**config.mk**
```make
export PLATFORM = sky130hd
export DESIGN_NAME = m_pcpi_arbiter
export DESIGN_NICKNAME = d
export VERILOG_FILES = /design/src/rtl/m_pcpi_arbiter_pkg.sv /design/src/rtl/m_pcpi_arbiter_rr_picker.sv /design/src/rtl/m_pcpi_arbiter.sv
export SDC_FILE = /design/constraint.sdc
export NUM_CORES = 1
export LEC_CHECK = 0
export ABC_AREA = 1
export BUFFER_PORTS_ARGS = -buffer_cell sky130_fd_sc_hd__buf_2
export CAP_MARGIN = 10
export CORE_AREA = 2 2 155 157
export CTS_BUF_LIST = sky130_fd_sc_hd__clkbuf_4
export DETAILED_ROUTE_END_ITERATION = 7
export DIE_AREA = 0 0 157 159
export PLACE_DENSITY = 0.65
export SETUP_SLACK_MARGIN = 0.4
export SYNTH_ARGS = -nofsm -noshare
export SYNTH_HDL_FRONTEND = slang
export SYNTH_HIERARCHICAL = 1
export SYNTH_SLANG_ARGS = --single-unit
```
**constraint.sdc**
```tcl
create_clock -name clk -period 4.9 [get_ports clk]
set_clock_uncertainty 0.05 [all_clocks]
set_input_delay 0.98 -clock clk [delete_from_list [all_inputs] [get_ports clk]]
set_output_delay 0.98 -clock clk [all_outputs]
set_load 0.005 [all_outputs]
```
**src/rtl/m_pcpi_arbiter_pkg.sv**
```systemverilog
// Shared types and defaults for the PCPI coprocessor arbiter.
package m_pcpi_arbiter_pkg;

  typedef enum logic [1:0] {
    IDLE  = 2'd0,
    ISSUE = 2'd1,
    RESP  = 2'd2
  } arb_state_t;

  localparam int ARB_N_REQ       = 2;
  localparam int ARB_ACK_TIMEOUT = 8;

  typedef struct packed {
    logic [31:0] insn;
    logic [31:0] rs1;
    logic [31:0] rs2;
  } pcpi_op_t;

  typedef struct packed {
    logic        wr;
    logic [31:0] rd;
  } pcpi_res_t;

  // Width of an index/counter that must hold values 0..n-1 (never zero bits).
  function automatic int idx_width(input int n);
    return (n > 1) ? $clog2(n) : 1;
  endfunction

endpackage

```
**src/rtl/m_pcpi_arbiter_rr_picker.sv**
```systemverilog
// Combinational round-robin picker: first eligible requester at or after rr_ptr, wrapping.
module m_pcpi_arbiter_rr_picker
  import m_pcpi_arbiter_pkg::*;
#(
  parameter int N_REQ = ARB_N_REQ,
  parameter int PTR_W = idx_width(ARB_N_REQ)
) (
  input  logic [N_REQ-1:0] eligible,
  input  logic [PTR_W-1:0] rr_ptr,
  output logic             any,
  output logic [PTR_W-1:0] gnt
);

  always_comb begin : pick
    int sum;
    any = 1'b0;
    gnt = '0;
    sum = 0;
    for (int k = 0; k < N_REQ; k++) begin
      sum = int'(rr_ptr) + k;
      if (sum >= N_REQ) begin
        sum = sum - N_REQ;
      end
      if (!any && eligible[sum[PTR_W-1:0]]) begin
        any = 1'b1;
        gnt = sum[PTR_W-1:0];
      end
    end
  end

endmodule

```
**src/rtl/m_pcpi_arbiter.sv**
```systemverilog
// Shares one PCPI coprocessor between N_REQ masters: round-robin grant, latched
// operands, result routed to the winner, watchdog for instructions never acknowledged.
//
// state | meaning
// IDLE  | no transaction; grant the next eligible master if any
// ISSUE | cp_valid high with latched operands; waiting for cp_ready or watchdog abort
// RESP  | one-cycle req_ready/req_wr strobe to the granted master
module m_pcpi_arbiter
  import m_pcpi_arbiter_pkg::*;
#(
  parameter int N_REQ       = ARB_N_REQ,
  parameter int ACK_TIMEOUT = ARB_ACK_TIMEOUT
) (
  input  logic                   clk,
  input  logic                   reset,
  input  logic [N_REQ-1:0]       req_valid,
  input  logic [N_REQ-1:0][31:0] req_insn,
  input  logic [N_REQ-1:0][31:0] req_rs1,
  input  logic [N_REQ-1:0][31:0] req_rs2,
  output logic [N_REQ-1:0]       req_ready,
  output logic [N_REQ-1:0]       req_wr,
  output logic [N_REQ-1:0][31:0] req_rd,
  output logic [N_REQ-1:0]       req_wait,
  output logic                   cp_valid,
  output logic [31:0]            cp_insn,
  output logic [31:0]            cp_rs1,
  output logic [31:0]            cp_rs2,
  input  logic                   cp_ready,
  input  logic                   cp_wr,
  input  logic [31:0]            cp_rd,
  input  logic                   cp_busy
);

  localparam int PTR_W = idx_width(N_REQ);
  localparam int CNT_W = idx_width(ACK_TIMEOUT);
  localparam logic [CNT_W-1:0] CNT_LAST = CNT_W'(ACK_TIMEOUT - 1);
  localparam logic [PTR_W-1:0] PTR_LAST = PTR_W'(N_REQ - 1);

  arb_state_t       state;
  arb_state_t       state_n;
  logic [PTR_W-1:0] rr_ptr;
  logic [PTR_W-1:0] rr_next;
  logic [PTR_W-1:0] gnt;
  logic [N_REQ-1:0] blocked;
  logic [N_REQ-1:0] abort_mask;
  logic [N_REQ-1:0] eligible;
  logic [CNT_W-1:0] cnt;
  logic             acked;
  logic             acked_now;
  logic             timeout_hit;
  logic             pick_any;
  logic [PTR_W-1:0] pick_g;
  pcpi_op_t         op;
  pcpi_res_t        res;

  assign eligible  = req_valid & ~blocked;
  assign acked_now = acked | cp_busy;
  assign timeout_hit = (state == ISSUE) && !cp_ready && !acked_now && (cnt == CNT_LAST);
  assign rr_next   = (pick_g == PTR_LAST) ? '0 : pick_g + PTR_W'(1);

  m_pcpi_arbiter_rr_picker #(
    .N_REQ (N_REQ),
    .PTR_W (PTR_W)
  ) u_picker (
    .eligible (eligible),
    .rr_ptr   (rr_ptr),
    .any      (pick_any),
    .gnt      (pick_g)
  );

  always_ff @(posedge clk or posedge reset) begin
    if (reset) begin
      state <= IDLE;
    end else begin
      state <= state_n;
    end
  end

  always_comb begin
    state_n = state;
    case (state)
      IDLE: begin
        if (pick_any) begin
          state_n = ISSUE;
        end
      end
      ISSUE: begin
        if (cp_ready) begin
          state_n = RESP;
        end else if (timeout_hit) begin
          state_n = IDLE;
        end
      end
      RESP:    state_n = IDLE;
      default: state_n = IDLE;
    endcase
  end

  always_comb begin
    abort_mask = '0;
    if (timeout_hit) begin
      abort_mask[gnt] = 1'b1;
    end
  end

  // A blocked master stays blocked only while it keeps holding the aborted request.
  always_ff @(posedge clk or posedge reset) begin
    if (reset) begin
      blocked <= '0;
    end else begin
      blocked <= (blocked & req_valid) | abort_mask;
    end
  end

  always_ff @(posedge clk or posedge reset) begin
    if (reset) begin
      rr_ptr <= '0;
      gnt    <= '0;
      cnt    <= '0;
      acked  <= 1'b0;
      op     <= '0;
      res    <= '0;
    end else begin
      case (state)
        IDLE: begin
          if (pick_any) begin
            gnt      <= pick_g;
            rr_ptr   <= rr_next;
            cnt      <= '0;
            acked    <= 1'b0;
            op.insn  <= req_insn[pick_g];
            op.rs1   <= req_rs1[pick_g];
            op.rs2   <= req_rs2[pick_g];
          end
        end
        ISSUE: begin
          if (cp_busy) begin
            acked <= 1'b1;
          end
          if (cp_ready) begin
            res.rd <= cp_rd;
            res.wr <= cp_wr;
          end else if (!acked_now && !timeout_hit) begin
            cnt <= cnt + CNT_W'(1);
          end
        end
        default: ;
      endcase
    end
  end

  always_comb begin
    cp_valid  = (state == ISSUE);
    cp_insn   = op.insn;
    cp_rs1    = op.rs1;
    cp_rs2    = op.rs2;
    req_ready = '0;
    req_wr    = '0;
    for (int i = 0; i < N_REQ; i++) begin
      req_rd[i] = res.rd;
    end
    if (state == RESP) begin
      req_ready[gnt] = 1'b1;
      req_wr[gnt]    = res.wr;
    end
    // Reset gates the wait hint too, so masters see no PCPI activity while held in reset.
    req_wait = reset ? '0 : eligible;
  end

endmodule

```
==> metrics.log <==
[metrics] outcome: finished, final reports clean
[metrics] final-report hold violation count: 0
[metrics] Top-Level Pins: 398
[metrics] Cell Count Post-Placement: 1409
[metrics] cell area after technology mapping: 0.00644 mm2
[metrics] number of nets with antenna violations after routing: 0
[metrics] Syn Area/Cell: 8.17 um2
[metrics] number of detailed-route iterations in the first pass: 5
[metrics] Routed Wire Length: 19600 um
[metrics] number of synthesis warnings: 6
[metrics] slew at the pin closest to its max-slew limit: 0.759 ns
[metrics] nets: 1342
[metrics] worst skew pair latency: 0.50 ns
[metrics] starting density of the core: 27.8%
[metrics] required time of the critical path: 5.29 ns
[metrics] Rows: 56
[metrics] max_cap viols: 0
[metrics] type of the most critical hold path: reg2reg
[metrics] number of buffers inserted during clock tree synthesis: 17
[metrics] minimum hold slack: 0.446 ns
[metrics] ratio of total power to cell area: 572 mW/mm2
[metrics] total core area: 0.0232 mm2
[metrics] die width: 157 um
[metrics] Sink Count: 139
[metrics] Tcrit/Tclk final: 52.7%
[metrics] Synth-to-Final Area Change: 32.5%
[metrics] vias per std cell: 4.32
[metrics] area of the die: 0.0250 mm2
[metrics] Remaining Overflow, GRT: 0
[metrics] count of non-filler cells in the finished layout: 1442
[metrics] count of buffers inserted at the top-level ports: 397
[metrics] post-synthesis sequential area ratio: 54.0%
[metrics] estimated wirelength of the detail-placed design: 14500 um
[metrics] clock tree from TritonCTS: done
[metrics] peak supply drop: 210 uV
[metrics] maximum clock frequency: 387 MHz
[metrics] largest driver fanout on the critical path: 70
[metrics] wire length of the first global-routing pass: 30800 um
[metrics] routability cong.: 0.792
[metrics] setup repair after global routing missed its margin: no
[metrics] postcts setup bufs: 0
[metrics] synthesized net count: 1021
[metrics] Max Buffers Root-to-Sink: 2
[metrics] post-route minimum period: 2.58 ns
[metrics] pin count of the biggest net entering global routing: 71
[metrics] fraction of final layout cells sized beyond drive strength 1: 39.7%
[metrics] buffer cell driving the clock tree root: sky130_fd_sc_hd__clkbuf_4
[metrics] post-synthesis cell count: 788
[metrics] DR iter-0 viols: 295
[metrics] number of pins with negative max-slew slack in the final report: 0
[metrics] Post-Route Utilization: 36.8%
[metrics] count of endpoints failing setup in the final report: 0
[metrics] clock-pin slew of the registers on the worst-case setup and hold paths: 0.12 ns
[metrics] number of flip-flops and latches in the synthesized netlist: 139
[metrics] count of cell types in the netlist: 20
[metrics] overall global routing resource usage: 15.5%
[metrics] Worst EP arrival: 2.97 ns
[metrics] quantity of hold-fixing buffers added after cts: 0
[metrics] routed len/inst: 13.6 um
[metrics] deepest level of the CTS H-tree: 4
[metrics] DIE HEIGHT: 159 um
[metrics] Crit. End Element: register
[metrics] launching element type of the critical path: primary input
[metrics] headroom to the max-slew limit: 49.3%
[metrics] drc violations: 0
[metrics] leakage power summed over all cells: 4.86 nW
[metrics] total vias in the final route: 6228
[metrics] vias in the first global route: 6017
[metrics] antenna violations before repair: 1
[metrics] post-CTS sizing: 0
[metrics] final total negative setup slack: 0 ns
[metrics] WS Path Type: in2reg
[final cells by class]
type                       instances  area [um2]
timing repair buffer             403        2060
multi-input combinational        530        2190
inverter                          18        71.3
tap                              319         399
sequential                       139        3480
antenna                            1        2.50
clock buffer                      17         128
clock inverter                    15         210
fill                            2410       14700
[per-layer routing]
metal / track usage (%) / vias up / part of all wire [%]
met5: 0 / - / 0
li1: - / 3033 / -
met2: 26.3 / 273 / 49
met3: 4.41 / 20 / 7.5
met1: 18.8 / 2902 / 42
met4: 5.30 / 0 / 2.0
[worst paths after layout]
path | depth (start not counted) | slack [ns] | startpoint | to
setup / recovery | 9 | 2.32 | req_valid[1] | cp_rs1[14]
hold / removal | 2 | 0.45 | cnt[1] | cnt[1]
setup reg to reg | 7 | 2.49 | blocked[1] | cp_rs1[14]
hold reg to reg | 2 | 0.45 | cnt[1] | cnt[1]
max in group asynchronous | 3 | 3.25 | reset | cp_rs1[4]
min in group asynchronous | 2 | 0.54 | reset | cp_rs2[5]
[metrics by stage]
step                power (mW)  instance area (um2)  worst slack, ns
floorplan                 3.40                 6440             2.13
global placement          4.02                 8190             1.82
detailed placement        4.06                 8190             1.81
CTS                       4.97                 8530             2.23
global route              5.35                 8530             2.17
finish                    4.88                 8530             2.32
[cells in the mapped netlist]
cell type,number,area share (%)
sky130_fd_sc_hd__a21oi_2,1,0.14
sky130_fd_sc_hd__nor3_1,4,0.31
sky130_fd_sc_hd__dfrtp_1,139,54
sky130_fd_sc_hd__buf_4,72,8.4
sky130_fd_sc_hd__inv_1,15,0.87
sky130_fd_sc_hd__a21oi_1,1,0.078
sky130_fd_sc_hd__or2_1,1,0.097
sky130_fd_sc_hd__ha_1,2,0.39
sky130_fd_sc_hd__inv_2,3,0.17
sky130_fd_sc_hd__o22ai_1,1,0.097
sky130_fd_sc_hd__nor2_4,2,0.35
sky130_fd_sc_hd__nand3_1,98,7.6
sky130_fd_sc_hd__buf_6,4,0.70
sky130_fd_sc_hd__or2_2,1,0.097
sky130_fd_sc_hd__buf_2,25,1.9
sky130_fd_sc_hd__o21ai_0,4,0.31
sky130_fd_sc_hd__nand2_1,398,23
sky130_fd_sc_hd__nor2_1,12,0.70
sky130_fd_sc_hd__nand4_1,3,0.29
sky130_fd_sc_hd__nand2_2,2,0.19
[sequential cells by signal, summed over array words and instances, names as in the netlist]
register / flops
gnt: 1
rr_ptr: 1
blocked: 2
req_rd: 32
res: 1
cp_rs2: 32
cp_rs1: 32
cp_insn: 32
acked: 1
state: 2
cnt: 3
[placed cells by master (no fill, tap or decap)]
| master | instances |
|---|---|
| sky130_fd_sc_hd__nand2_1 | 398 |
| sky130_fd_sc_hd__buf_2 | 397 |
| sky130_fd_sc_hd__dfrtp_1 | 139 |
| sky130_fd_sc_hd__nand3_1 | 98 |
| sky130_fd_sc_hd__clkbuf_4 | 17 |
| sky130_fd_sc_hd__inv_1 | 14 |
| sky130_fd_sc_hd__nor2_1 | 12 |
| sky130_fd_sc_hd__o21ai_0 | 4 |
| sky130_fd_sc_hd__nor3_1 | 4 |
| sky130_fd_sc_hd__bufinv_16 | 4 |
| sky130_fd_sc_hd__inv_6 | 4 |
| sky130_fd_sc_hd__buf_4 | 4 |
| sky130_fd_sc_hd__inv_2 | 3 |
| sky130_fd_sc_hd__nand4_1 | 3 |
| sky130_fd_sc_hd__clkinv_2 | 3 |
| sky130_fd_sc_hd__nor2_4 | 2 |
| sky130_fd_sc_hd__ha_1 | 2 |
| sky130_fd_sc_hd__clkinv_4 | 2 |
| sky130_fd_sc_hd__inv_8 | 2 |
| sky130_fd_sc_hd__buf_12 | 2 |
| sky130_fd_sc_hd__diode_2 | 1 |
| sky130_fd_sc_hd__nand2_4 | 1 |
| sky130_fd_sc_hd__nand2_2 | 1 |
| sky130_fd_sc_hd__or2_2 | 1 |
| sky130_fd_sc_hd__clkinvlp_4 | 1 |
| sky130_fd_sc_hd__o22ai_1 | 1 |
| sky130_fd_sc_hd__a21oi_2 | 1 |
| sky130_fd_sc_hd__a21oi_1 | 1 |
| sky130_fd_sc_hd__or2_1 | 1 |
[power breakdown]
part | leakage (nW) | total (mW) | switching, mW | internal [mW]
sequential | 1.72 | 2.00 | 0.320 | 1.68
clock | 0.185 | 0.882 | 0.464 | 0.418
combinational | 2.95 | 2.00 | 1.12 | 0.872
[critical path: stages]
cell and delay [ns]:
sky130_fd_sc_hd__buf_2 0.09, sky130_fd_sc_hd__inv_1 0.04, sky130_fd_sc_hd__nor2_1 0.11, sky130_fd_sc_hd__or2_1 0.17, sky130_fd_sc_hd__nand2_4 0.29, sky130_fd_sc_hd__nor2_4 0.64
sky130_fd_sc_hd__buf_12 0.35, sky130_fd_sc_hd__nand2_1 0.11, sky130_fd_sc_hd__nand3_1 0.10
[cells by family after synthesis]
family,count (synthesis),synth area share [%]
AND/OR/NAND/NOR,521,32.9
adder cells (fa/ha/maj),2,0.389
flip-flops,139,54.0
AO/OA/AOI/OAI,7,0.622
buffers and inverters,119,12.1
Power figures use the tool's default switching activity.
